### config.mk
export PLATFORM = sky130hd
export DESIGN_NAME = bloom_filter_lut_ctrl
export DESIGN_NICKNAME = d
export VERILOG_FILES = /design/src/rtl/bloom_filter_lut_ctrl.sv
export SDC_FILE = /design/constraint.sdc
export NUM_CORES = 1
export LEC_CHECK = 0
export ABC_CLOCK_PERIOD_IN_PS = 2700
export CAP_MARGIN = 20
export CELL_PAD_IN_SITES_DETAIL_PLACEMENT = 2
export CELL_PAD_IN_SITES_GLOBAL_PLACEMENT = 2
export CORE_ASPECT_RATIO = 1.2
export CORE_UTILIZATION = 24
export DETAILED_ROUTE_END_ITERATION = 6
export GPL_TIMING_DRIVEN = 0
export PLACE_DENSITY = 0.85
export SLEW_MARGIN = 20
export SYNTH_ARGS = -nofsm -noshare
export SYNTH_HDL_FRONTEND = slang
export SYNTH_SLANG_ARGS = --single-unit
### constraint.sdc
create_clock -name clk_i -period 2.7 [get_ports clk_i]
set_input_delay 0.675 -clock clk_i [delete_from_list [all_inputs] [get_ports clk_i]]
set_output_delay 0.675 -clock clk_i [all_outputs]
set_load 0.02 [all_outputs]
### src/rtl/bloom_filter_lut_ctrl.sv
// bloom_filter_lut_ctrl: CSR termination, filter configuration, match counter and LUT write arbitration with clear sweep
module bloom_filter_lut_ctrl #(
  parameter int AMM_CSR_DATA_W = 32,
  parameter int AMM_CSR_ADDR_W = 32,
  parameter int AMM_LUT_DATA_W = 32,
  parameter int AMM_LUT_ADDR_W = 32,
  parameter int LUT_ADDR_W     = 10,
  parameter int HASHES_CNT     = 6,
  parameter int MIN_STR_SIZE   = 3,
  parameter int MAX_STR_SIZE   = 20
) (
  input  logic                      clk_i,
  input  logic                      srst_i,
  input  logic [AMM_CSR_ADDR_W-1:0] csr_address_i,
  input  logic                      csr_read_i,
  input  logic                      csr_write_i,
  input  logic [AMM_CSR_DATA_W-1:0] csr_writedata_i,
  output logic [AMM_CSR_DATA_W-1:0] csr_readdata_o,
  output logic                      csr_readdatavalid_o,
  input  logic [AMM_LUT_ADDR_W-1:0] lut_host_address_i,
  input  logic                      lut_host_write_i,
  input  logic [AMM_LUT_DATA_W-1:0] lut_host_writedata_i,
  output logic                      lut_host_waitrequest_o,
  output logic                      lut_wr_o,
  output logic [HASHES_CNT-1:0]     lut_wr_hash_o,
  output logic [LUT_ADDR_W-1:0]     lut_wr_addr_o,
  output logic                      lut_wr_data_o,
  output logic                      filter_en_o,
  output logic [7:0]                min_str_size_o,
  output logic [7:0]                max_str_size_o,
  output logic [HASHES_CNT-1:0]     hash_mask_o,
  input  logic                      match_i
);
  localparam logic [1:0] S_IDLE = 2'd0, S_ARM = 2'd1, S_RUN = 2'd2;
  logic [1:0]                r_state, w_state_nxt;
  logic                      r_en, r_err;
  logic [31:0]               r_match_cnt;
  logic                      w_busy, w_wr_ctrl, w_wr_stat, w_wr_str, w_wr_cnt, w_wr_mask;
  logic                      w_str_ok, w_hash_ok, w_en_nxt, w_unused;
  logic [2:0]                w_a;
  logic [7:0]                w_smin, w_smax, w_hash_idx;
  logic [AMM_CSR_DATA_W-1:0] w_rdata;
  assign w_a       = csr_address_i[2:0];
  assign w_busy    = r_state != S_IDLE;
  assign w_wr_ctrl = csr_write_i && w_a == 3'd0;
  assign w_wr_stat = csr_write_i && w_a == 3'd1;
  assign w_wr_str  = csr_write_i && w_a == 3'd2;
  assign w_wr_cnt  = csr_write_i && w_a == 3'd3;
  assign w_wr_mask = csr_write_i && w_a == 3'd4;
  assign w_smin    = csr_writedata_i[7:0];
  assign w_smax    = csr_writedata_i[15:8];
  assign w_str_ok  = w_smin >= 8'(MIN_STR_SIZE) && w_smax <= 8'(MAX_STR_SIZE) && w_smin <= w_smax;
  assign w_hash_idx = lut_host_address_i[LUT_ADDR_W+7:LUT_ADDR_W];
  assign w_hash_ok  = w_hash_idx < 8'(HASHES_CNT);
  assign w_en_nxt   = w_wr_ctrl ? csr_writedata_i[0] : r_en;
  assign lut_host_waitrequest_o = w_busy;
  assign w_unused = ^{csr_address_i, csr_writedata_i, lut_host_address_i, lut_host_writedata_i};
  assign w_rdata = w_a == 3'd0 ? AMM_CSR_DATA_W'(r_en) :
                   w_a == 3'd1 ? AMM_CSR_DATA_W'({r_err, filter_en_o, w_busy}) :
                   w_a == 3'd2 ? AMM_CSR_DATA_W'({max_str_size_o, min_str_size_o}) :
                   w_a == 3'd3 ? AMM_CSR_DATA_W'(r_match_cnt) :
                   w_a == 3'd4 ? AMM_CSR_DATA_W'(hash_mask_o) : '0;
  // The sweep ends once the last LUT address has been presented on the write port
  always_comb begin
    w_state_nxt = S_IDLE;
    if (r_state == S_IDLE)
      w_state_nxt = (w_wr_ctrl && csr_writedata_i[1]) ? S_ARM : S_IDLE;
    else if (r_state == S_ARM)
      w_state_nxt = S_RUN;
    else if (r_state == S_RUN)
      w_state_nxt = (lut_wr_addr_o == '1) ? S_IDLE : S_RUN;
  end
  always_ff @(posedge clk_i) begin
    if (srst_i) begin
      r_state             <= S_IDLE;
      r_en                <= 1'b0;
      r_err               <= 1'b0;
      r_match_cnt         <= '0;
      csr_readdata_o      <= '0;
      csr_readdatavalid_o <= 1'b0;
      lut_wr_o            <= 1'b0;
      lut_wr_hash_o       <= '0;
      lut_wr_addr_o       <= '0;
      lut_wr_data_o       <= 1'b0;
      filter_en_o         <= 1'b0;
      min_str_size_o      <= 8'(MIN_STR_SIZE);
      max_str_size_o      <= 8'(MAX_STR_SIZE);
      hash_mask_o         <= '1;
    end else begin
      r_state             <= w_state_nxt;
      csr_readdatavalid_o <= csr_read_i;
      csr_readdata_o      <= csr_read_i ? w_rdata : '0;
      filter_en_o         <= w_en_nxt && w_state_nxt == S_IDLE;
      if (w_wr_ctrl) r_en <= csr_writedata_i[0];
      if (w_wr_str) begin
        if (w_str_ok) begin
          min_str_size_o <= w_smin;
          max_str_size_o <= w_smax;
        end else r_err <= 1'b1;
      end else if (w_wr_stat && csr_writedata_i[2]) r_err <= 1'b0;
      if (w_wr_cnt) r_match_cnt <= '0;
      else if (match_i && r_match_cnt != '1) r_match_cnt <= r_match_cnt + 32'd1;
      if (w_wr_mask) hash_mask_o <= csr_writedata_i[HASHES_CNT-1:0];
      if (r_state == S_ARM) begin
        lut_wr_o      <= 1'b1;
        lut_wr_hash_o <= '1;
        lut_wr_addr_o <= '0;
        lut_wr_data_o <= 1'b0;
      end else if (r_state == S_RUN) begin
        lut_wr_o      <= w_state_nxt == S_RUN;
        lut_wr_addr_o <= lut_wr_addr_o + 1'b1;
      end else begin
        lut_wr_o <= lut_host_write_i && w_hash_ok;
        if (lut_host_write_i) begin
          lut_wr_addr_o <= lut_host_address_i[LUT_ADDR_W-1:0];
          lut_wr_data_o <= lut_host_writedata_i[0];
          lut_wr_hash_o <= w_hash_ok ? HASHES_CNT'(1) << w_hash_idx : '0;
        end
      end
    end
  end
endmodule
### Yosys cells after proc, flatten, opt, wreduce, memory -nomap -nowiden

Index checks and enable logic that the tools add are counted.

* bits in registers: 110
* bits in latches: 0
* bits in writable memories: 0
* memory bits (read-only): 0
* input bits: 134
* word-level logic and storage cells: 88
* memories kept: 0

* add/sub/neg operators: 2
* multiply operators: 0
* divide/modulo/power cells: 0
* order comparisons: 4
* equality and inequality tests: 11
* shift operators: 1
* muxes and demuxes: 22
* bitwise gates (word level): 2
* reduce and logical (&&, ||, !) cells: 29

Operator list (number)
* $add A32 B1 Y32 const B: 1
* $mux W32: 1
* $ne A32 B32 Y1 const B: 1
* $mux W6: 5
* $mux W10: 2
* $mux W16: 1
* $logic_and A1 B1 Y1: 12
* $add A10 B1 Y10 const B: 1
* $eq A10 B10 Y1 const B: 1
* $ge A8 B2 Y1 const B: 1
* $le A8 B5 Y1 const B: 1
* $le A8 B8 Y1: 1
* $lt A8 B3 Y1 const B: 1
* $mux W1: 8
* $mux W2: 4
* $reduce_and A2 Y1: 4
* $reduce_bool A2 Y1: 4
* $shl A1 B8 Y6 const A: 1
* $eq A3 B2 Y1 const B: 2
* $reduce_or A2 Y1: 3
* $reduce_or A5 Y1: 1
* $eq A2 B2 Y1 const B: 2
* $logic_not A2 Y1: 2
* $ne A2 B2 Y1 const B: 2
* 8 further kinds: 9

### Longest topological paths before layout

* word-level depth: 8
* gate-level depth with buffers: 9
* mapped depth without buffers: 7

### Least setup slack after synthesis

No wires, ideal clock.

* path type: input -> register
* start point: input port csr_writedata_i[3]
* end point: register min_str_size_o[2]
* data arrival time: 2.151 ns
* required time: 2.576 ns
* slack: 0.425 ns
* stages: 7
* path buffers: 2
* path through: or4_1 a2111oi_0 nor3_1 o311a_1 buf_2 buf_2 mux2i_1

* longest elaborated chain between the ends: 4
* elaborated cells between the ends (all ways): 5

Ends and longest elaborated chain
* from (decl): line 17 `input logic [AMM_CSR_DATA_W-1:0] csr_writedata_i,`
* $ge A8 B2 Y1: line 52 `assign w_str_ok = w_smin >= 8'(MIN_STR_SIZE) && w_smax <= 8'(MAX_STR_SIZE) && w_smin <= w_smax;`
* $logic_and A1 B1 Y1: line 52
* $logic_and A1 B1 Y1 *: line 52
* $reduce_and A2 Y1 (no line) *
* to (signal assigned): line 86 `min_str_size_o <= 8'(MIN_STR_SIZE);`
* to (signal assigned): line 97 `min_str_size_o <= w_smin;`
* to (decl): line 29 `output logic [7:0] min_str_size_o,`

Every way passes the cells marked *; elsewhere a longest branch is shown, timed or not.
A chain may end at the register's enable or synchronous reset.

### Worst setup path in the final report

* start point: input port csr_writedata_i[0]
* end point: register min_str_size_o[6]

The elaborated chain is that of the path after synthesis.

==> results_dict.tcl <==
set metrics [dict create \
    pin_count 209 \
    ctsHoldBuffers 0 \
    antenna_found_initial 0 \
    nNetsFinal 845 \
    clkLatencyLatePin_ns 0.36 \
    yosysTopAreaCell "dfxtp_1" \
    synthTopCellsByArea "dfxtp_1, mux2i_1, nand2_1, a21oi_1, nor2_1" \
    die_w_um 133 \
    postLayoutSetupSlackWorst_ns 0.117 \
    utilization_pct 33.4 \
    wl_um 17000 \
    grt_max_degree 19 \
    crit_cells 9 \
    hp-class "flop to flop" \
    yosys_warnings 0 \
    crit_path_end "min_str_size_o[6]" \
    cp_slowest_cell "clkdlybuf4s50_1" \
    synth.avg_cell_area_um2 8.56 \
    htree_levels 3 \
    period_minus_slack_ns 2.58 \
    cp.required_ns 2.99 \
    placed_cells 956 \
    netlist_area_um2 4930 \
    fillerInstances 2259 \
    power.density_nw_per_um2 500 \
    place_congestion 0.758 \
    leakage_nw 2.36 \
    ys_types 54 \
    viasPerCell 4.91 \
    worst_slew_pin_slew_ns 0.819 \
    dpl_worst_slack_ns -0.391 \
    synth_edf_count 0 \
    reg2reg_from "r_match_cnt[23]" \
    ir_drop_uv 335 \
    cp-start-kind "primary input" \
    drtPass1Iterations 6 \
    initial_core_util_pct 24.4 \
    clock.fmax_mhz 387 \
    violations "DRC" \
    cts-buffers-inserted 9 \
    async_flop_share_pct 0 \
    grt_pass1_wl_um 28000 \
    crit_family "buffers and inverters" \
    cts_buffer_depth 2 \
    rows 57 \
    grt_pass1_vias 5136 \
    cts_tree "yes" \
    ys_seq_elements 110 \
    final_cell_mix "clkdlybuf4s50_1, dfxtp_1, nand2_1" \
    slew_headroom_pct 45.1 \
    drc 1 \
    outcome "finished with violations" \
    regToRegSetupSlack_ns 0.32 \
    syn-num-nets 720 \
    synthFlopType "dfxtp_1" \
    arrival_ns 2.87 \
    final_cells 971 \
    drt_iter0_markers 128 \
    ys_seq_area_share_pct 44.7 \
    dp_hpwl_um 12900 \
    critPathCaptureType "flop" \
    drive_above_1_share_pct 5.81 \
    fin_area_um2 6730 \
    skew_ns 0.0105 \
    dieHeight_um 159 \
    total_power_mw 3.36 \
    ant_nets 0 \
    cts_num_sinks 110 \
    worst_r2r_path_depth 6 \
    path_max_fanout 10 \
    vias 4769 \
    grt_overflow_total 0 \
    clkTransAtPathRegs_ns 0.08 \
    hold_viol 0 \
    cts_root_buf "clkbuf_16" \
    cp-startpoint "csr_writedata_i[0]" \
    core_area_um2 20200 \
    cap_viol_max_count 0 \
    die_area_um2 21100 \
    hold_slack_ns 0.475 \
    layout_commonest_cell "clkdlybuf4s50_1" \
    setup_tns_ns 0 \
    reg2reg_to "r_match_cnt[10]" \
    post_drt_wl_per_cell_um 17.5 \
    finalCritPeriodShare_pct 95.7 \
    n_antenna_cell 0 \
    place_area_um2 6410 \
    path_buf_inv 4 \
    synth_top_area_share_pct 44.7 \
    crit_chain "clkdlybuf4s50_1, inv_1, ha_1, nand4_1, o21ai_0, o311a_1, buf_2, buf_6, mux2i_1" \
    synthCells 576 \
    syn_to_final_growth_pct 36.5 \
    io_buffers 115 \
    worstSetupPathType "primary input to flop" \
    setup_viol 0 \
    whs_path_depth 2 \
    slew_viol_final 0 \
    track_usage_pct 16.8 \
    max_stage_delay_ns 0.61 \
]
[what timing repair did]
action | in CTS | in global routing
gates resized for setup | 1 | 7
buffers inserted | 0 | 0
setup endpoints to repair | 3 | 18
endpoints found under the hold margin | 0 | 0
[routing by layer]
metal | GRT usage [%] | part of all wire [%]
met2 | 30.1 | 53
met4 | 7.26 | 2.5
met5 | 0 | 0
met1 | 19.9 | 43
met3 | 1.88 | 2.2
[area by class of cell]
cell class,count,area (um2),share of cell area [%]
Buffer,29,141,2.10
Clock buffer,10,229,3.40
Clock inverter,6,68.8,1.02
Inverter,16,60.1,0.892
Multi-Input combinational cell,420,2550,37.8
Sequential cell,110,2200,32.7
Tap cell,265,332,4.93
Timing Repair Buffer,115,1150,17.1
[tightest hold or removal path, stage by stage, from the launching register on]
cell and delay (ns):
dfxtp_1 0.32, nand2_1 0.05, a21oi_1 0.06
[synth_stat cells (6+ instances only)]
cell      instances
dfxtp_1         110
nand2_1          70
nor2_1           53
a21oi_1          45
mux2i_1          34
o21ai_0          25
clkbuf_1         23
nand3_1          19
or3_1            17
and2_1           16
nand4_1          16
inv_1            15
nor3_1           14
or4_1            12
ha_1             10
a31oi_1           8
o31ai_1           8
a221oi_1          6
nand2b_1          6
[kinds of logic after synthesis]
kind of cell	share of synthesized area, %
AOI/OAI and AO/OA	13.7
xor gates and xnor gates	0.533
adders and majority gates	2.54
buffers and inverters	4.01
DFF	44.7
muxes	7.59
and+or+nand+nor	27.0
[power by group]
part           switching, mW  leakage (nW)  total (mW)  internal, mW
logic                  0.173          1.33       0.317         0.144
clock network          0.653         0.143        1.38         0.728
registers             0.0225         0.890        1.67          1.64
[flip-flops by register name, indices dropped and copies added, names as in the netlist]
signal and count:
hash_mask_o 6, lut_wr_o 1, lut_wr_hash_o 6, lut_wr_addr_o 10, r_match_cnt 32, csr_readdata_o 32, r_state 2, min_str_size_o 8
r_err 1, max_str_size_o 8, filter_en_o 1, r_en 1, csr_readdatavalid_o 1, lut_wr_data_o 1
[worst min-delay path by stage]
stage	start	endpoint	slack [ns]
2_1_floorplan	r_en	csr_readdata_o[0]	0.44
3_3_place_gp	lut_wr_data_o	lut_wr_data_o	0.45
3_5_place_dp	r_en	csr_readdata_o[0]	0.47
4_1_cts	r_en	csr_readdata_o[0]	0.48
5_1_grt	r_en	csr_readdata_o[0]	0.51
6_report	r_en	csr_readdata_o[0]	0.48
(Power assumes the default switching activity.)
